## src/rtl/bf_run_sequencer.sv

```systemverilog
// Bellman-Ford run sequencer: owns the adjacency write port and steps vertex init,
// NODES-1 relax passes and one cycle-detect pass through the engines' reset/done pairs.
module bf_run_sequencer #(
  parameter int NODES = 8,
  parameter int IDXW  = 3,
  parameter int WW    = 16,
  parameter int WDOG  = 4096
) (
  input  logic            clk,
  input  logic            reset,
  input  logic            upd_valid,
  output logic            upd_ready,
  input  logic [IDXW-1:0] upd_row,
  input  logic [IDXW-1:0] upd_col,
  input  logic [WW-1:0]   upd_weight,
  input  logic            start,
  input  logic [IDXW-1:0] src,
  input  logic            abort,
  output logic            adj_we,
  output logic [IDXW-1:0] adj_row,
  output logic [IDXW-1:0] adj_col,
  output logic [WW-1:0]   adj_wdata,
  output logic            vert_init,
  output logic [IDXW-1:0] vert_src,
  output logic            relax_reset,
  input  logic            relax_done,
  output logic            cycle_reset,
  input  logic            cycle_done,
  output logic            busy,
  output logic [IDXW-1:0] pass_idx,
  output logic            run_done,
  output logic            dirty,
  output logic            err,
  output logic [2:0]      dbg_state
);

  typedef enum logic [2:0] {
    S_IDLE         = 3'd0,
    S_INIT         = 3'd1,
    S_RELAX_START  = 3'd2,
    S_RELAX_WAIT   = 3'd3,
    S_DETECT_START = 3'd4,
    S_DETECT_WAIT  = 3'd5,
    S_FINISH       = 3'd6
  } state_t;

  localparam int WDW = (WDOG > 2) ? $clog2(WDOG) : 1;
  localparam logic [WDW-1:0]  WD_LAST   = WDW'(WDOG - 1);
  localparam logic [IDXW-1:0] LAST_PASS = IDXW'(NODES - 2);

  state_t          state_q, state_d;
  logic [WDW-1:0]  wd_q, wd_d;
  logic            start_pend_q, start_pend_d;
  logic            leave_idle, wd_expire, upd_acc;

  logic            adj_we_q, adj_we_d;
  logic [IDXW-1:0] adj_row_q, adj_row_d, adj_col_q, adj_col_d;
  logic [WW-1:0]   adj_wdata_q, adj_wdata_d;
  logic            vert_init_q, vert_init_d;
  logic [IDXW-1:0] vert_src_q, vert_src_d;
  logic            relax_reset_q, relax_reset_d;
  logic            cycle_reset_q, cycle_reset_d;
  logic            busy_q, busy_d;
  logic [IDXW-1:0] pass_idx_q, pass_idx_d;
  logic            run_done_q, run_done_d;
  logic            dirty_q, dirty_d;
  logic            err_q, err_d;

  // Update handshake: a transfer happens in any cycle where upd_valid and upd_ready are
  // both high; upd_ready only rises in IDLE, so a pending update simply waits out a run.
  assign upd_acc   = (state_q == S_IDLE) && upd_valid;
  assign upd_ready = upd_acc;

  always_ff @(posedge clk or posedge reset) begin
    if (reset) state_q <= S_IDLE;
    else       state_q <= state_d;
  end

  always_comb begin
    state_d    = state_q;
    leave_idle = 1'b0;
    wd_expire  = 1'b0;
    case (state_q)
      S_IDLE: begin
        if ((start || start_pend_q) && !upd_valid) begin
          state_d    = S_INIT;
          leave_idle = 1'b1;
        end
      end
      S_INIT:        state_d = S_RELAX_START;
      S_RELAX_START: state_d = S_RELAX_WAIT;
      S_RELAX_WAIT: begin
        if (relax_done) begin
          state_d = (pass_idx_q == LAST_PASS) ? S_DETECT_START : S_RELAX_START;
        end else if (wd_q == WD_LAST) begin
          state_d   = S_IDLE;
          wd_expire = 1'b1;
        end
      end
      S_DETECT_START: state_d = S_DETECT_WAIT;
      S_DETECT_WAIT: begin
        if (cycle_done) begin
          state_d = S_FINISH;
        end else if (wd_q == WD_LAST) begin
          state_d   = S_IDLE;
          wd_expire = 1'b1;
        end
      end
      S_FINISH: state_d = S_IDLE;
      default:  state_d = S_IDLE;
    endcase
    if (abort && (state_q != S_IDLE)) begin
      state_d   = S_IDLE;
      wd_expire = 1'b0;
    end
  end

  always_comb begin
    start_pend_d = leave_idle ? 1'b0 : (start_pend_q || start);
    // The watchdog restarts whenever a wait state is (re)entered.
    wd_d = ((state_d == state_q) &&
            ((state_q == S_RELAX_WAIT) || (state_q == S_DETECT_WAIT))) ? wd_q + WDW'(1) : '0;
    pass_idx_d = pass_idx_q;
    if (leave_idle) pass_idx_d = '0;
    else if ((state_q == S_RELAX_WAIT) && (state_d == S_RELAX_START)) pass_idx_d = pass_idx_q + IDXW'(1);
    vert_src_d    = leave_idle ? src : vert_src_q;
    err_d         = leave_idle ? 1'b0 : (err_q || wd_expire);
    run_done_d    = (state_q == S_FINISH) && !abort;
    dirty_d       = adj_we_q ? 1'b1 : (run_done_d ? 1'b0 : dirty_q);
    adj_we_d      = upd_acc;
    adj_row_d     = upd_acc ? upd_row    : adj_row_q;
    adj_col_d     = upd_acc ? upd_col    : adj_col_q;
    adj_wdata_d   = upd_acc ? upd_weight : adj_wdata_q;
    vert_init_d   = (state_d == S_INIT);
    relax_reset_d = (state_d == S_RELAX_START);
    cycle_reset_d = (state_d == S_DETECT_START);
    busy_d        = (state_d != S_IDLE);
  end

  always_ff @(posedge clk or posedge reset) begin
    if (reset) begin
      wd_q          <= '0;
      start_pend_q  <= 1'b0;
      adj_we_q      <= 1'b0;
      adj_row_q     <= '0;
      adj_col_q     <= '0;
      adj_wdata_q   <= '0;
      vert_init_q   <= 1'b0;
      vert_src_q    <= '0;
      relax_reset_q <= 1'b0;
      cycle_reset_q <= 1'b0;
      busy_q        <= 1'b0;
      pass_idx_q    <= '0;
      run_done_q    <= 1'b0;
      dirty_q       <= 1'b0;
      err_q         <= 1'b0;
    end else begin
      wd_q          <= wd_d;
      start_pend_q  <= start_pend_d;
      adj_we_q      <= adj_we_d;
      adj_row_q     <= adj_row_d;
      adj_col_q     <= adj_col_d;
      adj_wdata_q   <= adj_wdata_d;
      vert_init_q   <= vert_init_d;
      vert_src_q    <= vert_src_d;
      relax_reset_q <= relax_reset_d;
      cycle_reset_q <= cycle_reset_d;
      busy_q        <= busy_d;
      pass_idx_q    <= pass_idx_d;
      run_done_q    <= run_done_d;
      dirty_q       <= dirty_d;
      err_q         <= err_d;
    end
  end

  assign adj_we      = adj_we_q;
  assign adj_row     = adj_row_q;
  assign adj_col     = adj_col_q;
  assign adj_wdata   = adj_wdata_q;
  assign vert_init   = vert_init_q;
  assign vert_src    = vert_src_q;
  assign relax_reset = relax_reset_q;
  assign cycle_reset = cycle_reset_q;
  assign busy        = busy_q;
  assign pass_idx    = pass_idx_q;
  assign run_done    = run_done_q;
  assign dirty       = dirty_q;
  assign err         = err_q;
  assign dbg_state   = state_q;

endmodule
```

## config.mk

```make
export PLATFORM = sky130hd
export DESIGN_NAME = bf_run_sequencer
export DESIGN_NICKNAME = d
export VERILOG_FILES = /design/src/rtl/bf_run_sequencer.sv
export SDC_FILE = /design/constraint.sdc
export NUM_CORES = 1
export LEC_CHECK = 0
export CORE_AREA = 2 2 75 77
export CTS_CLUSTER_SIZE = 14
export DETAILED_ROUTE_END_ITERATION = 7
export DIE_AREA = 0 0 77 79
export PLACE_DENSITY_LB_ADDON = 0.08
export SETUP_SLACK_MARGIN = 0.4
export SYNTH_ARGS = -nofsm -noshare
export SYNTH_HDL_FRONTEND = slang
export SYNTH_SLANG_ARGS = --single-unit
```

## constraint.sdc

```tcl
create_clock -name clk -period 2.5 [get_ports clk]
set_clock_uncertainty 0.2 [all_clocks]
set_input_delay 0.375 -clock clk [delete_from_list [all_inputs] [get_ports clk]]
set_output_delay 0.375 -clock clk [all_outputs]
set_load 0.05 [all_outputs]
```

==> reports/metrics.yaml, run 1 <==
clock_network:
  numCtsBuffers: 5
  h-tree-depth: 2
  clockBufferDepth: 2
  clk_root_buffer_cell: "clkbuf_8"
  cts_hold_buf: 0
  cts_tree: "built"
  clk_pin_slew_worst_paths_ns: 0.10
  cts.sinks: 52
  clk_latency_ns: 0.30
floorplanning:
  die_h_um: 79
  start_util: 0.439
  num_io_pins: 72
  rows: 27
  core_mm2: 0.00534
  die_x_um: 77
  die-area_mm2: 0.00608
worst_setup_path:
  reg2regPathDepth: 7
  worstPathMaxFanout: 11
  crit_path_start: "dbg_state[0]"
  crit_chain: "buf_6, nor3_4, and2_4, buf_12, buf_12"
  critPathTopFamily: "flip-flops"
  critPathSlowestCell: "dfrtp_1"
  crit_type: "register to primary output"
  start_kind: "register"
  setup.worst_path.end_class: "primary output"
  path_common_cell: "buf_12"
  r2r_slack_ns: 0.47
  r2r-end: "adj_wdata[0]"
  cp.arrival_ns: 1.50
  critical_path.max_stage_delay_ns: 0.40
  cp_data_required_time_ns: 1.92
  critical_path_buf_inv_count: 3
  r2r_start: "dbg_state[0]"
final_layout:
  seqCellArea_mm2: 0.00130
  fin_cells: 354
  num-fill-cells: 462
  multi_input_area_um2: 967
  final_nets: 316
  fin_util: 0.639
  syn_to_final_growth_pct: 45.5
  drive_gt1_frac: 0.184
  diodes: 0
yosys:
  syn_avg_cell_area_um2: 12.1
  ys_types: 45
  async_flop_share: 1.00
  synth_edf_count: 0
  synth_top_area_frac: 0.555
  synth_area_leaders: "dfrtp_1, mux2_1, nand2_1"
  ys_ff_latch: 52
  synth_ff_type: "dfrtp_1"
  netlist_area_mm2: 0.00234
  ys_warn_count: 0
  syn-instance-count: 194
  syn_nets: 229
  yosysTopAreaCell: "dfrtp_1"
  ys_seq_area_frac: 0.555
power:
  finalPower_uw: 4210
  vdd_drop_max_v: 0.000857
  cellPowerDensity_mw_per_mm2: 1240
  leakagePower_uw: 0.00152
timing:
  finalHoldViolations: 0
  rsz0062_at_grt: "yes"
  period_needed_ns: 2.08
  worstMarginPinSlew_ns: 0.525
  setup_viol: 0
  slew_violations: 0
  fin_crit_sh: 0.832
  finalSetupTns_ns: 0
  fmax_ghz: 0.481
  slew_headroom: 0.650
placed_design:
  placed_cells: 334
  portBuffers: 71
  place_congestion: 0.775
  dpl.hpwl_um: 3350
route:
  drtPass1Iterations: 4
  drcViolationCount: 0
  dr_total_vias: 1666
  drtIter0Drc: 80
  dr_wl_met3_um: 269
  top_layer: "met4"
  wl_per_cell_um: 13.6
  ant_nets: 0
  wirelength_um: 4820
  wl_met1_um: 2150
  dr_wl_met2_um: 2370
  vias_per_cell: 4.71
flow_run:
  maxCapViolCount: 0
global_routing:
  grt_antenna_before_repair: 0
  grt-ovfl-total: 0
  grt_pass1_wl_um: 8200
  grt_start_max_net_pins: 53
  grt_pass1_vias: 1685
  grtUsageTotal: 0.173
run_status:
  status: "finished clean"
worst_hold_path:
  hp-class: "primary input to asynchronous set/reset pin"
layout by cell type (no fill, tap or decap), drive strengths merged, types with 4 or more instances in the layout:
cell type | netlist | final
buf | 7 | 16
nand3 | 4 | 4
clkbuf | 0 | 6
dlygate4sd2 | 0 | 5
dlymetal6s2s | 0 | 5
dfrtp | 52 | 52
clkdlybuf4s50 | 0 | 60
inv | 7 | 7
mux2 | 22 | 22
nor2 | 25 | 25
nor3b | 4 | 4
nor3 | 4 | 4
nand4 | 5 | 5
nand2 | 18 | 18
xnor2 | 7 | 7
layer usage:
layer	up-vias	global-route usage
met4	0	0.0500
met5	-	0
met2	40	0.288
li1	827	-
met1	795	0.218
met3	4	0.0545
cells by family after synthesis:
family | share of synthesized area
DFF | 0.555
xor gates and xnor gates | 0.0374
buffers and inverters | 0.0358
adders and majority gates | 0.0160
muxes | 0.114
AOI/OAI and AO/OA | 0.0475
and+or+nand+nor | 0.194
registers in the layout (all words and copies together), names as in the netlist, 3 cells and up:
signal     cells
pass_idx       3
vert_src       3
wd_q          12
adj_row        3
dbg_state      3
adj_col        3
adj_wdata     16
through the flow:
| stage | setup WS (ns) | hold WS [ns] | cell area [um^2] |
|---|---|---|---|
| 2_1_floorplan | 0.408 | 0.256 | 2340 |
| 3_3_place_gp | 0.317 | 0.253 | 3150 |
| 3_5_place_dp | 0.295 | 0.254 | 3150 |
| 4_1_cts | 0.416 | 0.230 | 3330 |
| 5_1_grt | 0.341 | 0.251 | 3410 |
| 6_report | 0.421 | 0.222 | 3410 |
how the worst max path moves through the flow:
stage                  endpoint  slack [ns]  depth (start not counted)
floorplan           pass_idx[0]        0.41                          7
global placement    pass_idx[0]        0.32                          6
detailed placement  pass_idx[0]        0.29                          6
CTS                       dirty        0.42                          1
global route          upd_ready        0.34                          5
finish                upd_ready        0.42                          5
power by group:
group / internal [uW] / switching (uW)
Sequential: 1110 / 140
Clock: 328 / 281
Combinational: 898 / 1450
Total: 2340 / 1870
cell type report:
cell class | instances | area share
Inverter | 7 | 0.00771
Clock buffer | 6 | 0.0242
Sequential cell | 52 | 0.382
Tap cell | 72 | 0.0264
Clock inverter | 2 | 0.0114
Timing Repair Buffer | 87 | 0.264
Multi-Input combinational cell | 128 | 0.284
worst min-delay path, stage by stage:
cell and delay [ns]:
clkdlybuf4s50_1 0.41, inv_2 0.07, buf_12 0.26
cells in the mapped netlist (3+ instances only):
cell type	count
dfrtp_1	52
mux2_1	22
nand2_1	18
nor2_1	15
nor2_2	9
inv_1	7
xnor2_1	7
buf_4	4
and2b_1	3
ha_1	3
nand2b_1	3
nand3_1	3
nand4_1	3
nor2b_1	3
xor2_1	3
repair_timing:
action	CTS	global route
gates resized for setup	9	6
cloned	1	0
setup endpoints to repair	6	20
pin swaps	1	3
endpoints found under the hold margin	0	0
buffers inserted	3	8
Note: power is estimated with default switching activity, not from simulation.
==> run 2: changes to the inputs <==
Clock period 2.5 ns to 2.1 ns, I/O delays scaled along.
==> run 2 against run 1 <==
Cell area up 15%. Critical endpoint unchanged. Die area unchanged. Total power up 29%. Via count up 13%. Clock power down 2%. Largest cell class unchanged.
==> reports/metrics.yaml, run 2 (synthesis results as in run 1) <==
route:
  drcViolationCount: 0  # unchanged
  wirelength_um: 5830  # was 4820 um
  wl_per_cell_um: 15.6  # was 13.6 um
  drtIter0Drc: 97  # was 80
  vias_per_cell: 5.01  # was 4.71
  drtPass1Iterations: 4  # unchanged
  ant_nets: 0  # unchanged
  dr_total_vias: 1875  # was 1666
worst_setup_path:
  crit_type: "register to primary output"  # unchanged
  critical_path.max_stage_delay_ns: 0.44  # was 0.40 ns
  cp_data_required_time_ns: 1.58  # was 1.92 ns
  reg2regPathDepth: 7  # unchanged
  critPathSlowestCell: "dfrtp_2"  # was dfrtp_1
  worstPathMaxFanout: 2  # was 11
  r2r_slack_ns: 0.21  # was 0.47 ns
  critPathTopFamily: "flip-flops"  # unchanged
  path_common_cell: "buf_12"  # unchanged
  crit_path_start: "dbg_state[1]"  # was dbg_state[0]
  cp.arrival_ns: 1.39  # was 1.50 ns
  r2r-end: "cycle_reset"  # was adj_wdata[0]
  r2r_start: "dbg_state[2]"  # was dbg_state[0]
  cp-endpoint: "upd_ready"  # unchanged
  start_kind: "register"  # unchanged
  critical_path_buf_inv_count: 2  # was 3
  path_depth: 4  # was 5
  setup.worst_path.end_class: "primary output"  # unchanged
  crit_chain: "nor3_4, and2_4, buf_12, buf_12"  # was buf_6, nor3_4, and2_4, buf_12, buf_12
clock_network:
  clk_latency_ns: 0.31  # was 0.30 ns
  cts.sinks: 52  # unchanged
  cts_tree: "built"  # unchanged
  h-tree-depth: 2  # unchanged
  clockBufferDepth: 2  # unchanged
  clk_root_buffer_cell: "clkbuf_8"  # unchanged
  numCtsBuffers: 5  # unchanged
  clk_pin_slew_worst_paths_ns: 0.09  # was 0.10 ns
power:
  swShare: 0.458  # was 0.445
  pwr-share-clk: 0.110  # was 0.145
  vdd_drop_max_v: 0.000865  # was 0.000857 V
  p_int_uw: 2940  # was 2340 uW
  leakagePower_uw: 0.00171  # was 0.00152 uW
  power_frac_comb: 0.607  # was 0.558
  cellPowerDensity_mw_per_mm2: 1380  # was 1240 mW/mm^2
  finalPower_uw: 5420  # was 4210 uW
  seqPwrFrac: 0.283  # was 0.298
  p_sw_uw: 2480  # was 1870 uW
global_routing:
  grt_antenna_before_repair: 0  # unchanged
  grtUsageTotal: 0.189  # was 0.173
  grt_pass1_wl_um: 8980  # was 8200 um
  grt_start_max_net_pins: 20  # was 53
  grt_pass1_vias: 1866  # was 1685
  grt-ovfl-total: 0  # unchanged
timing:
  slew_headroom: 0.673  # was 0.650
  setup_viol: 0  # unchanged
  whs_ns: 0.163  # was 0.222 ns
  finalHoldViolations: 0  # unchanged
  slew_violations: 0  # unchanged
  period_needed_ns: 1.91
  worstMarginPinSlew_ns: 0.493  # was 0.525 ns
  fmax_ghz: 0.524
  postLayoutSetupSlackWorst_ns: 0.192  # was 0.421 ns
  rsz0062_at_grt: "yes"  # unchanged
  fin_crit_sh: 0.909
floorplanning:
  die_h_um: 79  # unchanged
  rows: 27  # unchanged
  die_x_um: 77  # unchanged
  core_mm2: 0.00534  # unchanged
  start_util: 0.439  # unchanged
  num_io_pins: 72  # unchanged
  die-area_mm2: 0.00608  # unchanged
placed_design:
  place_area_mm2: 0.00326  # was 0.00315 mm^2
  portBuffers: 71  # unchanged
  dp_slack_ns: -0.0184  # was 0.295 ns
  placed_cells: 338  # was 334
  place_congestion: 0.848  # was 0.775
  dpl.hpwl_um: 3460  # was 3350 um
final_layout:
  drive_gt1_frac: 0.490  # was 0.184
  syn_to_final_growth_pct: 67.3  # was 45.5%
  diodes: 0  # unchanged
  largest_reg_flops: 16  # unchanged
  fin_cells: 374  # was 354
  final_nets: 336  # was 316
  final_cell_mix: "dfrtp_1, clkdlybuf4s50_1, mux2_4, buf_4, clkdlybuf4s15_2"  # was clkdlybuf4s50_1, dfrtp_1, mux2_1
  final_cell_area_mm2: 0.00392  # was 0.00341 mm^2
  mostFrequentLayoutCell: "dfrtp_1"  # was clkdlybuf4s50_1
flow_run:
  maxCapViolCount: 0  # unchanged
worst_hold_path:
  hp-class: "primary input to asynchronous set/reset pin"  # unchanged
run_status:
  status: "finished clean"  # unchanged
-- run 2: cell count changes in the layout (fill, tap and decap cells not counted), sizes merged --
cell           previous run  this run
clkdlybuf4s50            60        31
clkdlybuf4s15             0        24
buf                      16        38
clkbuf                    6        18
dlymetal6s2s              5         0
dlygate4sd2               5         1
bufbuf                    1         0
bufinv                    1         0
clkinvlp                  0         1
inv                       7         8
-- run 2: worst reg2reg max path: stages (launching register included) --
cell and delay [ns]:
dfrtp_2 0.45, buf_8 0.16, and2b_1 0.24, buf_4 0.13
nand2_1 0.11, o22ai_4 0.23, and2b_1 0.17, nor3b_2 0.14
-- run 2: stage by stage --
stage,TNS (ns),utilization
CTS,0,0.681
detailed placement,-0.0184,0.610
finish,0,0.734
floorplan,0,-
global route,0,0.734
global placement,0,0.610
-- run 2: layer usage --
metal / share of wire / GRT usage / vias to the layer above
li1: - / - / 865
met1: 0.41 / 0.242 / 921
met2: 0.48 / 0.307 / 78
met3: 0.079 / 0.0614 / 11
met4: 0.021 / 0.0643 / 0
met5: 0 / 0 / -
-- run 2: power by group through the flow --
| stage | Sequential (uW) | Combinational, uW | Clock, uW |
|---|---|---|---|
| finish | 1530 | 3290 | 598 |
| CTS | 1520 | 2940 | 617 |
| global placement | 1580 | 2720 | 0 |
| floorplan | 2630 | 843 | 0 |
| detailed placement | 1580 | 2740 | 0 |
| global route | 1580 | 3430 | 654 |
-- run 2: what timing repair did --
| item | 4_1_cts | 5_1_grt |
|---|---|---|
| resized for setup | 110 | 59 |
| pin swaps | 11 | 11 |
| hold endpoints to repair | 0 | 0 |
| setup buffers | 13 | 12 |
| setup endpoints to repair | 77 | 57 |
| hold buffers | 0 | 0 |
| cloned | 1 | 2 |
-- run 2: worst min-delay path by stage --
stage                            from     endpoint  slack, ns  cells after the start
after detailed placement  vert_src[0]  vert_src[0]       0.27                      2
after global placement         adj_we        dirty       0.25                      1
after global routing            reset  vert_src[0]       0.21                      2
final                           reset    vert_init       0.16                      2
after CTS                       reset    vert_init       0.17                      2
after floorplan                 reset   adj_col[0]       0.17                      1
-- run 2: cell type report --
class,count,area [um^2]
clock buffer,5,68.8
clock inverter,3,26.3
fill,389,1420
inverter,7,30.0
multi-input combinational,128,1270
sequential,52,1310
tap,72,90.1
timing repair buffer,107,1120
